**config.mk**
```make
export PLATFORM = sky130hd
export DESIGN_NAME = cpu_mem_arb_flat
export DESIGN_NICKNAME = d
export VERILOG_FILES = /design/src/rtl/cpu_mem_arb_if.sv /design/src/rtl/cpu_mem_arb.sv /design/src/flat_wrapper.sv
export SDC_FILE = /design/constraint.sdc
export NUM_CORES = 1
export LEC_CHECK = 0
export BUFFER_PORTS_ARGS = -buffer_cell sky130_fd_sc_hd__buf_2
export CORE_MARGIN = 3
export CORE_UTILIZATION = 34
export CTS_BUF_LIST = sky130_fd_sc_hd__clkbuf_8 sky130_fd_sc_hd__clkbuf_16
export DETAILED_ROUTE_END_ITERATION = 7
export PLACE_DENSITY = 0.94
export SYNTH_ARGS = -nofsm -noshare
export SYNTH_HDL_FRONTEND = slang
export SYNTH_SLANG_ARGS = --single-unit
```
**constraint.sdc**
```tcl
create_clock -name i_clk -period 2.8 [get_ports i_clk]
set_input_delay 0.42 -clock i_clk [delete_from_list [all_inputs] [get_ports i_clk]]
set_output_delay 0.42 -clock i_clk [all_outputs]
set_load 0.01 [all_outputs]
```
**src/rtl/cpu_mem_arb_if.sv**
```systemverilog
// Bus bundle between the CPU fetch/load-store ports, the arbiter and the memory.
// Signal directions in the names are as seen from the arbiter.
interface cpu_mem_arb_if #(
    parameter int WIDTH = 16
);
    logic             i_if_read;
    logic [WIDTH-1:0] i_if_addr;
    logic             o_if_waitreq;
    logic             o_if_valid;
    logic [WIDTH-1:0] o_if_rddata;

    logic             i_ls_read;
    logic             i_ls_write;
    logic [WIDTH-1:0] i_ls_addr;
    logic [WIDTH-1:0] i_ls_wrdata;
    logic             o_ls_waitreq;
    logic             o_ls_valid;
    logic [WIDTH-1:0] o_ls_rddata;

    logic [WIDTH-1:0] o_mem_addr;
    logic             o_mem_read;
    logic             o_mem_write;
    logic [WIDTH-1:0] o_mem_wrdata;
    logic             i_mem_waitreq;
    logic [WIDTH-1:0] i_mem_rddata;

    modport slave (
        input  i_if_read, i_if_addr,
        output o_if_waitreq, o_if_valid, o_if_rddata,
        input  i_ls_read, i_ls_write, i_ls_addr, i_ls_wrdata,
        output o_ls_waitreq, o_ls_valid, o_ls_rddata,
        output o_mem_addr, o_mem_read, o_mem_write, o_mem_wrdata,
        input  i_mem_waitreq, i_mem_rddata
    );

    modport master (
        output i_if_read, i_if_addr,
        input  o_if_waitreq, o_if_valid, o_if_rddata,
        output i_ls_read, i_ls_write, i_ls_addr, i_ls_wrdata,
        input  o_ls_waitreq, o_ls_valid, o_ls_rddata,
        input  o_mem_addr, o_mem_read, o_mem_write, o_mem_wrdata,
        output i_mem_waitreq, i_mem_rddata
    );
endinterface

```
**src/rtl/cpu_mem_arb.sv**
```systemverilog
// Fetch vs load/store arbiter onto one fixed-latency memory port, with a read
// owner tag pipeline and a starvation guard that temporarily favours fetch.
module cpu_mem_arb #(
    parameter int WIDTH      = 16,
    parameter int RDLAT      = 1,
    parameter int STARVE_MAX = 3
) (
    input  logic          i_clk,
    input  logic          i_reset,
    cpu_mem_arb_if.slave  bus
);
    logic             w_if_req;
    logic             w_ls_req;
    logic             w_ls_wr;
    logic             w_gnt_if;
    logic             w_gnt_ls;
    logic             w_acc_if;
    logic             w_acc_ls;
    logic             w_acc_rd;
    logic [WIDTH-1:0] w_mem_addr;
    logic [WIDTH-1:0] w_mem_wrdata;
    logic [3:0]       w_starve_nxt;

    logic [3:0]       r_starve;
    logic             r_prio_if;
    logic [RDLAT-1:0] r_vld_pipe;
    logic [RDLAT-1:0] r_own_pipe;   // 1 = load/store owns the read

    always_comb begin
        w_if_req = bus.i_if_read & ~i_reset;
        w_ls_req = (bus.i_ls_read | bus.i_ls_write) & ~i_reset;
        w_ls_wr  = bus.i_ls_write;
        w_gnt_ls = w_ls_req & ~(r_prio_if & w_if_req);
        w_gnt_if = w_if_req & ~w_gnt_ls;
        w_acc_if = w_gnt_if & ~bus.i_mem_waitreq;
        w_acc_ls = w_gnt_ls & ~bus.i_mem_waitreq;
        w_acc_rd = w_acc_if | (w_acc_ls & ~w_ls_wr);

        w_mem_addr   = '0;
        w_mem_wrdata = '0;
        if (w_gnt_ls) begin
            w_mem_addr   = bus.i_ls_addr;
            w_mem_wrdata = bus.i_ls_wrdata;
        end else if (w_gnt_if) begin
            w_mem_addr   = bus.i_if_addr;
        end

        // A stalled memory leaves the counter alone unless fetch has gone away.
        w_starve_nxt = r_starve;
        if (w_acc_if || !w_if_req)
            w_starve_nxt = 4'd0;
        else if (w_acc_ls && r_starve != 4'hF)
            w_starve_nxt = r_starve + 4'd1;
    end

    assign bus.o_mem_addr   = w_mem_addr;
    assign bus.o_mem_wrdata = w_mem_wrdata;
    assign bus.o_mem_read   = w_gnt_if | (w_gnt_ls & ~w_ls_wr);
    assign bus.o_mem_write  = w_gnt_ls & w_ls_wr;

    assign bus.o_if_waitreq = i_reset | (w_if_req & (~w_gnt_if | bus.i_mem_waitreq));
    assign bus.o_ls_waitreq = i_reset | (w_ls_req & (~w_gnt_ls | bus.i_mem_waitreq));

    assign bus.o_if_valid  = r_vld_pipe[RDLAT-1] & ~r_own_pipe[RDLAT-1];
    assign bus.o_ls_valid  = r_vld_pipe[RDLAT-1] &  r_own_pipe[RDLAT-1];
    assign bus.o_if_rddata = bus.i_mem_rddata;
    assign bus.o_ls_rddata = bus.i_mem_rddata;

    always_ff @(posedge i_clk or posedge i_reset) begin
        if (i_reset) begin
            r_starve   <= 4'd0;
            r_prio_if  <= 1'b0;
            r_vld_pipe <= '0;
            r_own_pipe <= '0;
        end else begin
            for (int k = RDLAT - 1; k > 0; k--) begin
                r_vld_pipe[k] <= r_vld_pipe[k-1];
                r_own_pipe[k] <= r_own_pipe[k-1];
            end
            r_vld_pipe[0] <= w_acc_rd;
            r_own_pipe[0] <= w_acc_ls;

            r_starve <= w_starve_nxt;
            // Priority flips the cycle after the counter hits its limit.
            if (w_acc_if)
                r_prio_if <= 1'b0;
            else if (w_starve_nxt >= 4'(STARVE_MAX))
                r_prio_if <= 1'b1;
        end
    end
endmodule

```
**src/flat_wrapper.sv**
```systemverilog
// flat-port wrapper written by rule: the top's interface ports become plain ports
module cpu_mem_arb_flat 
#(
    parameter int WIDTH      = 16,
    parameter int RDLAT      = 1,
    parameter int STARVE_MAX = 3
)
  (i_clk, i_reset, bus_i_if_read, bus_i_if_addr, bus_o_if_waitreq, bus_o_if_valid, bus_o_if_rddata, bus_i_ls_read, bus_i_ls_write, bus_i_ls_addr, bus_i_ls_wrdata, bus_o_ls_waitreq, bus_o_ls_valid, bus_o_ls_rddata, bus_o_mem_addr, bus_o_mem_read, bus_o_mem_write, bus_o_mem_wrdata, bus_i_mem_waitreq, bus_i_mem_rddata);
  cpu_mem_arb_if #(.WIDTH(WIDTH)) bus_i ();
  input  logic i_clk;
  input  logic i_reset;
  input wire logic [$bits(bus_i.i_if_read)-1:0] bus_i_if_read;
  input wire logic [$bits(bus_i.i_if_addr)-1:0] bus_i_if_addr;
  output wire logic [$bits(bus_i.o_if_waitreq)-1:0] bus_o_if_waitreq;
  output wire logic [$bits(bus_i.o_if_valid)-1:0] bus_o_if_valid;
  output wire logic [$bits(bus_i.o_if_rddata)-1:0] bus_o_if_rddata;
  input wire logic [$bits(bus_i.i_ls_read)-1:0] bus_i_ls_read;
  input wire logic [$bits(bus_i.i_ls_write)-1:0] bus_i_ls_write;
  input wire logic [$bits(bus_i.i_ls_addr)-1:0] bus_i_ls_addr;
  input wire logic [$bits(bus_i.i_ls_wrdata)-1:0] bus_i_ls_wrdata;
  output wire logic [$bits(bus_i.o_ls_waitreq)-1:0] bus_o_ls_waitreq;
  output wire logic [$bits(bus_i.o_ls_valid)-1:0] bus_o_ls_valid;
  output wire logic [$bits(bus_i.o_ls_rddata)-1:0] bus_o_ls_rddata;
  output wire logic [$bits(bus_i.o_mem_addr)-1:0] bus_o_mem_addr;
  output wire logic [$bits(bus_i.o_mem_read)-1:0] bus_o_mem_read;
  output wire logic [$bits(bus_i.o_mem_write)-1:0] bus_o_mem_write;
  output wire logic [$bits(bus_i.o_mem_wrdata)-1:0] bus_o_mem_wrdata;
  input wire logic [$bits(bus_i.i_mem_waitreq)-1:0] bus_i_mem_waitreq;
  input wire logic [$bits(bus_i.i_mem_rddata)-1:0] bus_i_mem_rddata;
  assign bus_i.i_if_read = bus_i_if_read;
  assign bus_i.i_if_addr = bus_i_if_addr;
  assign bus_o_if_waitreq = bus_i.o_if_waitreq;
  assign bus_o_if_valid = bus_i.o_if_valid;
  assign bus_o_if_rddata = bus_i.o_if_rddata;
  assign bus_i.i_ls_read = bus_i_ls_read;
  assign bus_i.i_ls_write = bus_i_ls_write;
  assign bus_i.i_ls_addr = bus_i_ls_addr;
  assign bus_i.i_ls_wrdata = bus_i_ls_wrdata;
  assign bus_o_ls_waitreq = bus_i.o_ls_waitreq;
  assign bus_o_ls_valid = bus_i.o_ls_valid;
  assign bus_o_ls_rddata = bus_i.o_ls_rddata;
  assign bus_o_mem_addr = bus_i.o_mem_addr;
  assign bus_o_mem_read = bus_i.o_mem_read;
  assign bus_o_mem_write = bus_i.o_mem_write;
  assign bus_o_mem_wrdata = bus_i.o_mem_wrdata;
  assign bus_i.i_mem_waitreq = bus_i_mem_waitreq;
  assign bus_i.i_mem_rddata = bus_i_mem_rddata;
  cpu_mem_arb #(.WIDTH(WIDTH), .RDLAT(RDLAT), .STARVE_MAX(STARVE_MAX)) u_core (.i_clk(i_clk), .i_reset(i_reset), .bus(bus_i));
endmodule
```
# == Word level (Yosys, flattened, before mapping) ==
# Index checks and enable logic that the tools add are counted.
# totals
out_inout_bits,70
wordCells,46
regBits,7
in_bits,70
# classes
n_lt_le_gt_ge,1
n_eq_ne,1
reduce_logical,4
n_bitwise,28
n_mux,7
add_sub_neg,1
# op_table
operator,count
$mux 16,3
$and 1x1->1,14
$mux 4,2
$not 1->1,7
$or 1x1->1,7
$add 4x1->4 const B,1
$ge 4x2->1 const B,1
$ne 4x4->1 const B,1
$mux 1,2
$reduce_bool 2->1,1
$logic_and 1x1->1,1
$logic_not 1->1,1
$logic_or 1x1->1,1

# == Logic depth before layout (Yosys ltp) ==
# Gate-level depths: netlist of run 1.
# depth
ltp_word,13
depth_mapped,6
ltp_nobuf,5

# == Worst setup path before layout of run 1 ==
# No wires, ideal clock.
# synth_path
path_type,input-to-output
from,input bus_i_ls_write
to,output bus_o_mem_addr[10]
path_slack_ns,1.105
t_arrival_ns,1.275
path_stages,6
required_time_ns,2.380
path_buffers,2
cell_sequence,or2_1 buf_2 nand2_2 buf_2 nand3_1 nand2_1
# synth_via
elab_chain_cells,7
# synth_lines
element,line,rtl
"start, declared",flat_wrapper.sv:18,input wire logic [$bits(bus_i.i_ls_write)-1:0] bus_i_ls_write;
$or 1x1->1 (*),cpu_mem_arb.sv:31,w_ls_req = (bus.i_ls_read | bus.i_ls_write) & ~i_reset;
$and 1x1->1 (*),cpu_mem_arb.sv:31,
$and 1x1->1 (*),cpu_mem_arb.sv:33,w_gnt_ls = w_ls_req & ~(r_prio_if & w_if_req);
$not 1->1,cpu_mem_arb.sv:34,w_gnt_if = w_if_req & ~w_gnt_ls;
$and 1x1->1,cpu_mem_arb.sv:34,
$mux 16,cpu_mem_arb.sv:44,end else if (w_gnt_if) begin
$mux 16 (*),cpu_mem_arb.sv:41,if (w_gnt_ls) begin
"end, declared",flat_wrapper.sv:24,output wire logic [$bits(bus_i.o_mem_addr)-1:0] bus_o_mem_addr;
# Mark *: on every way between the ends. The rest lies on a longest branch, timed or not.

# == Worst setup path after layout of run 1 ==
# layout_path
from,register u_core.r_prio_if
to,output bus_o_mem_addr[1]
# layout_via
elab_chain_cells,7
# layout_lines
element,line,rtl
"start, declared",cpu_mem_arb.sv:25,logic r_prio_if;
"start signal, assigned",cpu_mem_arb.sv:72,r_prio_if <= 1'b0;
"start signal, assigned",cpu_mem_arb.sv:86,r_prio_if <= 1'b0;
"start signal, assigned",cpu_mem_arb.sv:88,r_prio_if <= 1'b1;
$and 1x1->1 (*),cpu_mem_arb.sv:33,
$not 1->1 (*),cpu_mem_arb.sv:33,
$and 1x1->1 (*),cpu_mem_arb.sv:33,
$not 1->1,cpu_mem_arb.sv:34,
$and 1x1->1,cpu_mem_arb.sv:34,
$mux 16,cpu_mem_arb.sv:44,
$mux 16 (*),cpu_mem_arb.sv:41,
# Marks and branches as above.

==> out/results.ini, run 1 <==
[setup_path]
worstPathMaxFanout = 17
required_ns = 2.38
start_kind = register
critPathKind = reg -> out
critPathSlowestCell = a21oi_1
max_stage_delay_ns = 0.49
startpoint = u_core.r_prio_if
ff2ff_setup_slack_ns = 1.15
cp_cell_sequence = a21oi_1 > nand2_2 > nand3_1 > nand2_1 > buf_2
critPathTopFamily = simple AND/OR/NAND/NOR gates
critical_path_buf_inv_count = 1
r2r-start = u_core.r_starve[0]
crit_path_end_kind = output port
cp.arrival_ns = 1.87

[route]
routed.top_layer = met4
drt_iter0_drc = 51
finalWirelength_mm = 3.116
first_pass_iters = 4
met2_length_mm = 1.509
wl_met3_um = 260
drtAntennaViolNets = 0
vias_per_cell = 4.705
m1WireLength_mm = 1.300
wl_per_cell_um = 12.08
via_count = 1214
drcViolationCount = 0

[clock_network]
ctsResizeCount = 0
cts.path.max_buffers = 2
cts_tree = done
clock_latency_ns = 0.23
cts_setup_buffers = 0
clk_pin_slew_ns = 0.04
htree_levels = 1
clock_sink_count = 7
cts-buffers-inserted = 3
cts-hold-fix-buffers = 0
root_buffer = clkbuf_8

[global_route]
antenna_found_initial = 0
grt_pass1_wl_mm = 4.312
overflow = 0
grt_max_degree = 20
grt_pass1_vias = 959
grt_util_all_layers_pct = 15.18

[power_and_ir_drop]
p_seq_share_pct = 25.5
p_sw_share_pct = 33.89
p_total_uw = 420.3
combPwrFrac_pct = 40.5
cellInternalPower_uw = 277.9
ir_drop_mv = 0.1637
pwr-share-clk_pct = 34.0
p_per_area_nw_per_um2 = 310.5
p_switching_uw = 142.5
power.leakage_nw = 0.8762

[floorplanning]
num_rows = 19
io_pins = 140
fp.dieArea_um2 = 3831
start_util_pct = 36.93
core_area_um2 = 2877
fp.dieH_um = 61.90
die_w_um = 61.90

[yosys]
synth_nets = 230
ys_seq_area_share_pct = 16.49
yosysWarnings = 0
synth_area_leaders = buf_4 (23%), dfrtp_1 (16%), nand2_1 (12%)
syn_area_per_cell_um2 = 6.681
synth.cell_area_um2 = 1062
yosys.area.top_type = buf_4
synth_cell_types = 36
synth_cells = 159
synthDominantCellAreaShare_pct = 22.61
ys_ff_latch = 7

[layout]
antenna_cells = 0
nNetsFinal = 288
area_growth_pct = 27.44
fillers = 321
regArea_um2 = 175.2
multi_input_area_um2 = 599.3
post-route-cell-area_um2 = 1354
layout_commonest_cell = buf_2
final_cell_mix = buf_2 (91), nand2_1 (33), and3_1 (18), nand3_1 (17)
drive_above_1_share_pct = 47.69

[timing]
worst_pin_slew_ns = 0.6079
slew_violations = 0
final_hold_viol_count = 0
grt_setup_unrepaired = false
relSlewSlack_pct = 59.43
tns_ns = 0
clock.fmax_ghz = 0.4368
finalCritPeriodShare_pct = 81.77
finalSetupViolCount = 0
skew_ns = 0.004073
post-route-min-period_ns = 2.290

[place]
hpwlAfterDp_mm = 2.489
gp_congestion = 0.9650
dpl_cell_area_um2 = 1309
io_buffers = 91

[status]
status = complete, no violations

[flow_run]
max-cap-violations = 0

[worst_hold_path]
holdCritPathClass = in -> async

[per-stage QoR]
stage	hold slack [ns]	util [%]	worst slack, ns	cells
2_1_floorplan	0.2371	-	1.105	159
3_3_place_gp	0.4106	45.50	0.7262	254
3_5_place_dp	0.4208	45.50	0.6540	254
4_1_cts	0.1738	47.06	0.5212	258
5_1_grt	0.1850	47.06	0.3010	258
6_report	0.1635	47.06	0.5104	258
[synth_stat cells]
library cell / number
nor2_2: 1
a31o_2: 1
clkbuf_1: 2
or2_1: 1
buf_4: 32
o311a_1: 1
nor2_1: 7
buf_2: 5
nand2_2: 1
or2b_1: 1
a32oi_1: 1
buf_1: 1
nand2b_1: 2
and2_1: 2
dfrtp_1: 7
inv_1: 3
xnor2_1: 1
nor4_1: 1
nand4_1: 1
a31oi_1: 1
o21ai_0: 3
ha_1: 1
nand3_1: 17
a21o_1: 1
nand3_2: 1
o31ai_1: 1
o311a_2: 1
nor3_1: 2
or4_4: 1
nor2b_1: 3
and3_1: 18
a21oi_1: 1
o21bai_2: 1
mux2i_1: 1
and2b_1: 2
nand2_1: 33
[worst paths after layout]
check | cells past startpoint | to
max | 5 | bus_o_mem_addr[1]
min | 2 | u_core.r_starve[1]
max reg2reg | 5 | u_core.r_prio_if
min reg2reg | 2 | u_core.r_starve[1]
max in group asynchronous | 2 | u_core.r_prio_if
min in group i_clk | 2 | u_core.r_vld_pipe
[power by group through the flow]
| stage | clock network [mW] | registers [mW] | logic [mW] |
|---|---|---|---|
| floorplan | 0 | 0.107 | 0.137 |
| global placement | 0 | 0.108 | 0.168 |
| detailed placement | 0 | 0.108 | 0.171 |
| CTS | 0.147 | 0.107 | 0.172 |
| global route | 0.153 | 0.107 | 0.191 |
| finish | 0.143 | 0.107 | 0.170 |
[state kept, by name, summed over array words and instances (netlist names)]
signal	count
u_core.r_own_pipe	1
u_core.r_starve	4
u_core.r_vld_pipe	1
u_core.r_prio_if	1
[per-layer routing]
layer | track usage [%] | vias to the layer above
li1 | - | 615
met1 | 18.49 | 545
met2 | 23.47 | 48
met3 | 5.165 | 6
met4 | 8.182 | 0
met5 | 0 | -
[layout make-up]
cell class | instances | area share [%]
Inverter | 3 | 0.8318
Clock inverter | 1 | 0.2773
Multi-Input combinational cell | 109 | 44.27
Clock buffer | 3 | 3.050
Tap cell | 42 | 3.882
Timing Repair Buffer | 93 | 34.75
Sequential cell | 7 | 12.94
[cells by family (layout without fill, tap and decap cells)]
logic type	Yosys count	in the layout	share of synthesized area, %
adders and majority gates	1	1	1.178
DFF	7	7	16.49
and+or+nand+nor	94	94	44.88
buffers and inverters	43	100	27.09
xor gates and xnor gates	1	1	0.8247
AOI/OAI and AO/OA	12	12	8.599
muxes	1	1	0.9423
[worst reg2reg max path: stages, from the launching register on]
cell and delay, ns:
dfrtp_1 0.42, ha_1 0.24, and3_1 0.21, o311a_2 0.33
o21ai_0 0.20, a32oi_1 0.12
No activity file was read; power rests on OpenSTA's default activity.
==> run 2: changes to the inputs <==
--- a/config.mk
+++ b/config.mk
@@ -7,10 +7,10 @@
 export LEC_CHECK = 0
 export BUFFER_PORTS_ARGS = -buffer_cell sky130_fd_sc_hd__buf_2
 export CORE_MARGIN = 3
-export CORE_UTILIZATION = 34
+export CORE_UTILIZATION = 32
 export CTS_BUF_LIST = sky130_fd_sc_hd__clkbuf_8 sky130_fd_sc_hd__clkbuf_16
 export DETAILED_ROUTE_END_ITERATION = 7
-export PLACE_DENSITY = 0.94
+export PLACE_DENSITY = 0.9
 export SYNTH_ARGS = -nofsm -noshare
 export SYNTH_HDL_FRONTEND = slang
 export SYNTH_SLANG_ARGS = --single-unit
==> constraint.sdc (replaced) <==
create_clock -name i_clk -period 2.3 [get_ports i_clk]
set_input_delay 0.345 -clock i_clk [delete_from_list [all_inputs] [get_ports i_clk]]
set_output_delay 0.345 -clock i_clk [all_outputs]
set_load 0.01 [all_outputs]
==> run 2 against run 1 <==
Net effect: worst setup slack got worse by 0.13 ns; clock power rose by 18%; sequential power rose by 21%; critical path depth rose by 1; count of clock-buffer cells in the layout did not move; first-iteration DRC count fell by 37%; global-route usage rose by 0.11 points; clock skew fell by 0.0028 ns.
==> out/results.ini, run 2 (same netlist as run 1, synthesis figures left out) <==
[floorplanning]
io_pins = 140  ; unchanged
die_w_um = 63.62  ; was 61.90 µm
start_util_pct = 34.23  ; was 36.93%
num_rows = 20  ; was 19
fp.dieArea_um2 = 4047  ; was 3831 µm²
core_area_um2 = 3103  ; was 2877 µm²
fp.dieH_um = 63.62  ; was 61.90 µm

[place]
io_buffers = 91  ; unchanged
gp_congestion = 0.7877  ; was 0.9650
hpwlAfterDp_mm = 2.440  ; was 2.489 mm

[setup_path]
critPathTopFamily = simple AND/OR/NAND/NOR gates  ; unchanged
max_stage_delay_ns = 0.41  ; was 0.49 ns
critPathKind = in -> out  ; was reg -> out
cp.arrival_ns = 1.58  ; was 1.87 ns
cp_cell_sequence = buf_2 > or2_1 > nand2_2 > nand3_1 > nand2_1 > buf_2  ; was a21oi_1 > nand2_2 > nand3_1 > nand2_1 > buf_2
crit_path_end_kind = output port  ; unchanged
required_ns = 1.96  ; was 2.38 ns
critPathSlowestCell = or2_1  ; was a21oi_1
timing.critical_path.mode_cell = buf_2
start_kind = primary input  ; was register
worstPathMaxFanout = 19  ; was 17
critical_path_buf_inv_count = 2  ; was 1

[timing]
slew_violations = 0  ; unchanged
final_hold_viol_count = 0  ; unchanged
grt_setup_unrepaired = false  ; unchanged
clock.fmax_ghz = 0.5201
relSlewSlack_pct = 68.48  ; was 59.43%
post-route-min-period_ns = 1.923
finalSetupViolCount = 0  ; unchanged
finalCritPeriodShare_pct = 83.60
tns_ns = 0  ; unchanged
whs_ns = 0.09840  ; was 0.1635 ns
worst_pin_slew_ns = 0.4728  ; was 0.6079 ns
skew_ns = 0.001291  ; was 0.004073 ns

[clock_network]
clock_sink_count = 7  ; unchanged
cts_setup_buffers = 0  ; unchanged
clk_pin_slew_ns = 0.04  ; about the same
root_buffer = clkbuf_8  ; unchanged
clock_latency_ns = 0.23  ; about the same
cts.path.max_buffers = 2  ; unchanged
ctsResizeCount = 0  ; unchanged
cts-hold-fix-buffers = 0  ; unchanged
cts_tree = done  ; unchanged
cts-buffers-inserted = 3  ; unchanged
htree_levels = 1  ; unchanged

[worst_hold_path]
holdCritPathClass = in -> async  ; unchanged

[route]
wl_per_cell_um = 11.78  ; was 12.08 µm
first_pass_iters = 4  ; unchanged
drtAntennaViolNets = 0  ; unchanged
drt_iter0_drc = 32  ; was 51
drcViolationCount = 0  ; unchanged
via_count = 1215  ; was 1214
vias_per_cell = 4.655  ; was 4.705
finalWirelength_mm = 3.075  ; was 3.116 mm

[global_route]
grt_pass1_vias = 1195  ; was 959
antenna_found_initial = 0  ; unchanged
overflow = 0  ; unchanged
grt_pass1_wl_mm = 5.064  ; was 4.312 mm
grt_util_all_layers_pct = 15.29  ; was 15.18%
grt_max_degree = 21  ; was 20

[layout]
drive_above_1_share_pct = 47.93  ; was 47.69%
fillers = 326  ; was 321
layout_commonest_cell = buf_2  ; unchanged
area_growth_pct = 28.39  ; was 27.44%
largest_reg_flops = 4  ; unchanged
antenna_cells = 0  ; unchanged
regMostFlops = u_core.r_starve  ; unchanged
nNetsFinal = 289  ; was 288
final_cell_mix = buf_2 (91), nand2_1 (33), and3_1 (18), nand3_1 (17)  ; unchanged

[status]
status = complete, no violations  ; unchanged

[power_and_ir_drop]
ir_drop_mv = 0.3759  ; was 0.1637 mV
p_per_area_nw_per_um2 = 373.6  ; was 310.5 nW/µm²
power.leakage_nw = 0.8812  ; was 0.8762 nW

[flow_run]
max-cap-violations = 0  ; unchanged

[run 2: changes by cell type in the layout (fill, tap and decap cells not counted)]
cell	delta
buf_4	+1
[run 2: metrics by stage]
step / instances / power [mW] / setup WS (ns) / instance area [µm²] / utilization [%]
5_1_grt: 261 / 0.5497 / 0.1836 / 1364 / 43.95
3_3_place_gp: 257 / 0.3404 / 0.4186 / 1319 / 42.50
2_1_floorplan: 159 / 0.2968 / 0.7552 / 1062 / -
6_report: 261 / 0.5095 / 0.3772 / 1364 / 43.95
4_1_cts: 261 / 0.5192 / 0.3575 / 1364 / 43.95
3_5_place_dp: 257 / 0.3436 / 0.3581 / 1319 / 42.50
[run 2: metal layers]
layer,part of all wire [%],vias to the layer above,global-route usage [%]
li1,-,621,-
met1,39,530,16.99
met2,50,60,26.21
met3,9.4,4,3.922
met4,1.4,0,8.625
met5,0,-,0
[run 2: cell type report]
type / count / area [µm²] / area share (%)
Inverter: 3 / 11.26 / 0.8257
Sequential cell: 7 / 175.2 / 12.84
Clock inverter: 1 / 3.754 / 0.2752
Timing Repair Buffer: 94 / 478.0 / 35.05
Tap cell: 44 / 55.05 / 4.037
Multi-Input combinational cell: 109 / 599.3 / 43.94
Clock buffer: 3 / 41.29 / 3.028
[run 2: where the power goes]
part           switching, mW  internal [mW]  leakage, nW
sequential           0.00246          0.127       0.0961
combinational          0.114         0.0973        0.758
clock                 0.0534          0.115       0.0269
[run 2: path summary, 6_finish.rpt]
path,startpoint,endpoint,slack [ns],cells after the start
worst max-delay path,bus_i_ls_write,bus_o_mem_addr[5],0.38,6
worst min register to register,u_core.r_starve[1],u_core.r_starve[1],0.60,2
worst max register to register,u_core.r_starve[0],u_core.r_prio_if,0.68,5
min in group i_clk,bus_i_mem_waitreq,u_core.r_vld_pipe,0.41,2
worst min-delay path,i_reset,u_core.r_starve[2],0.1,2
max in group asynchronous,i_reset,u_core.r_vld_pipe,1.96,2
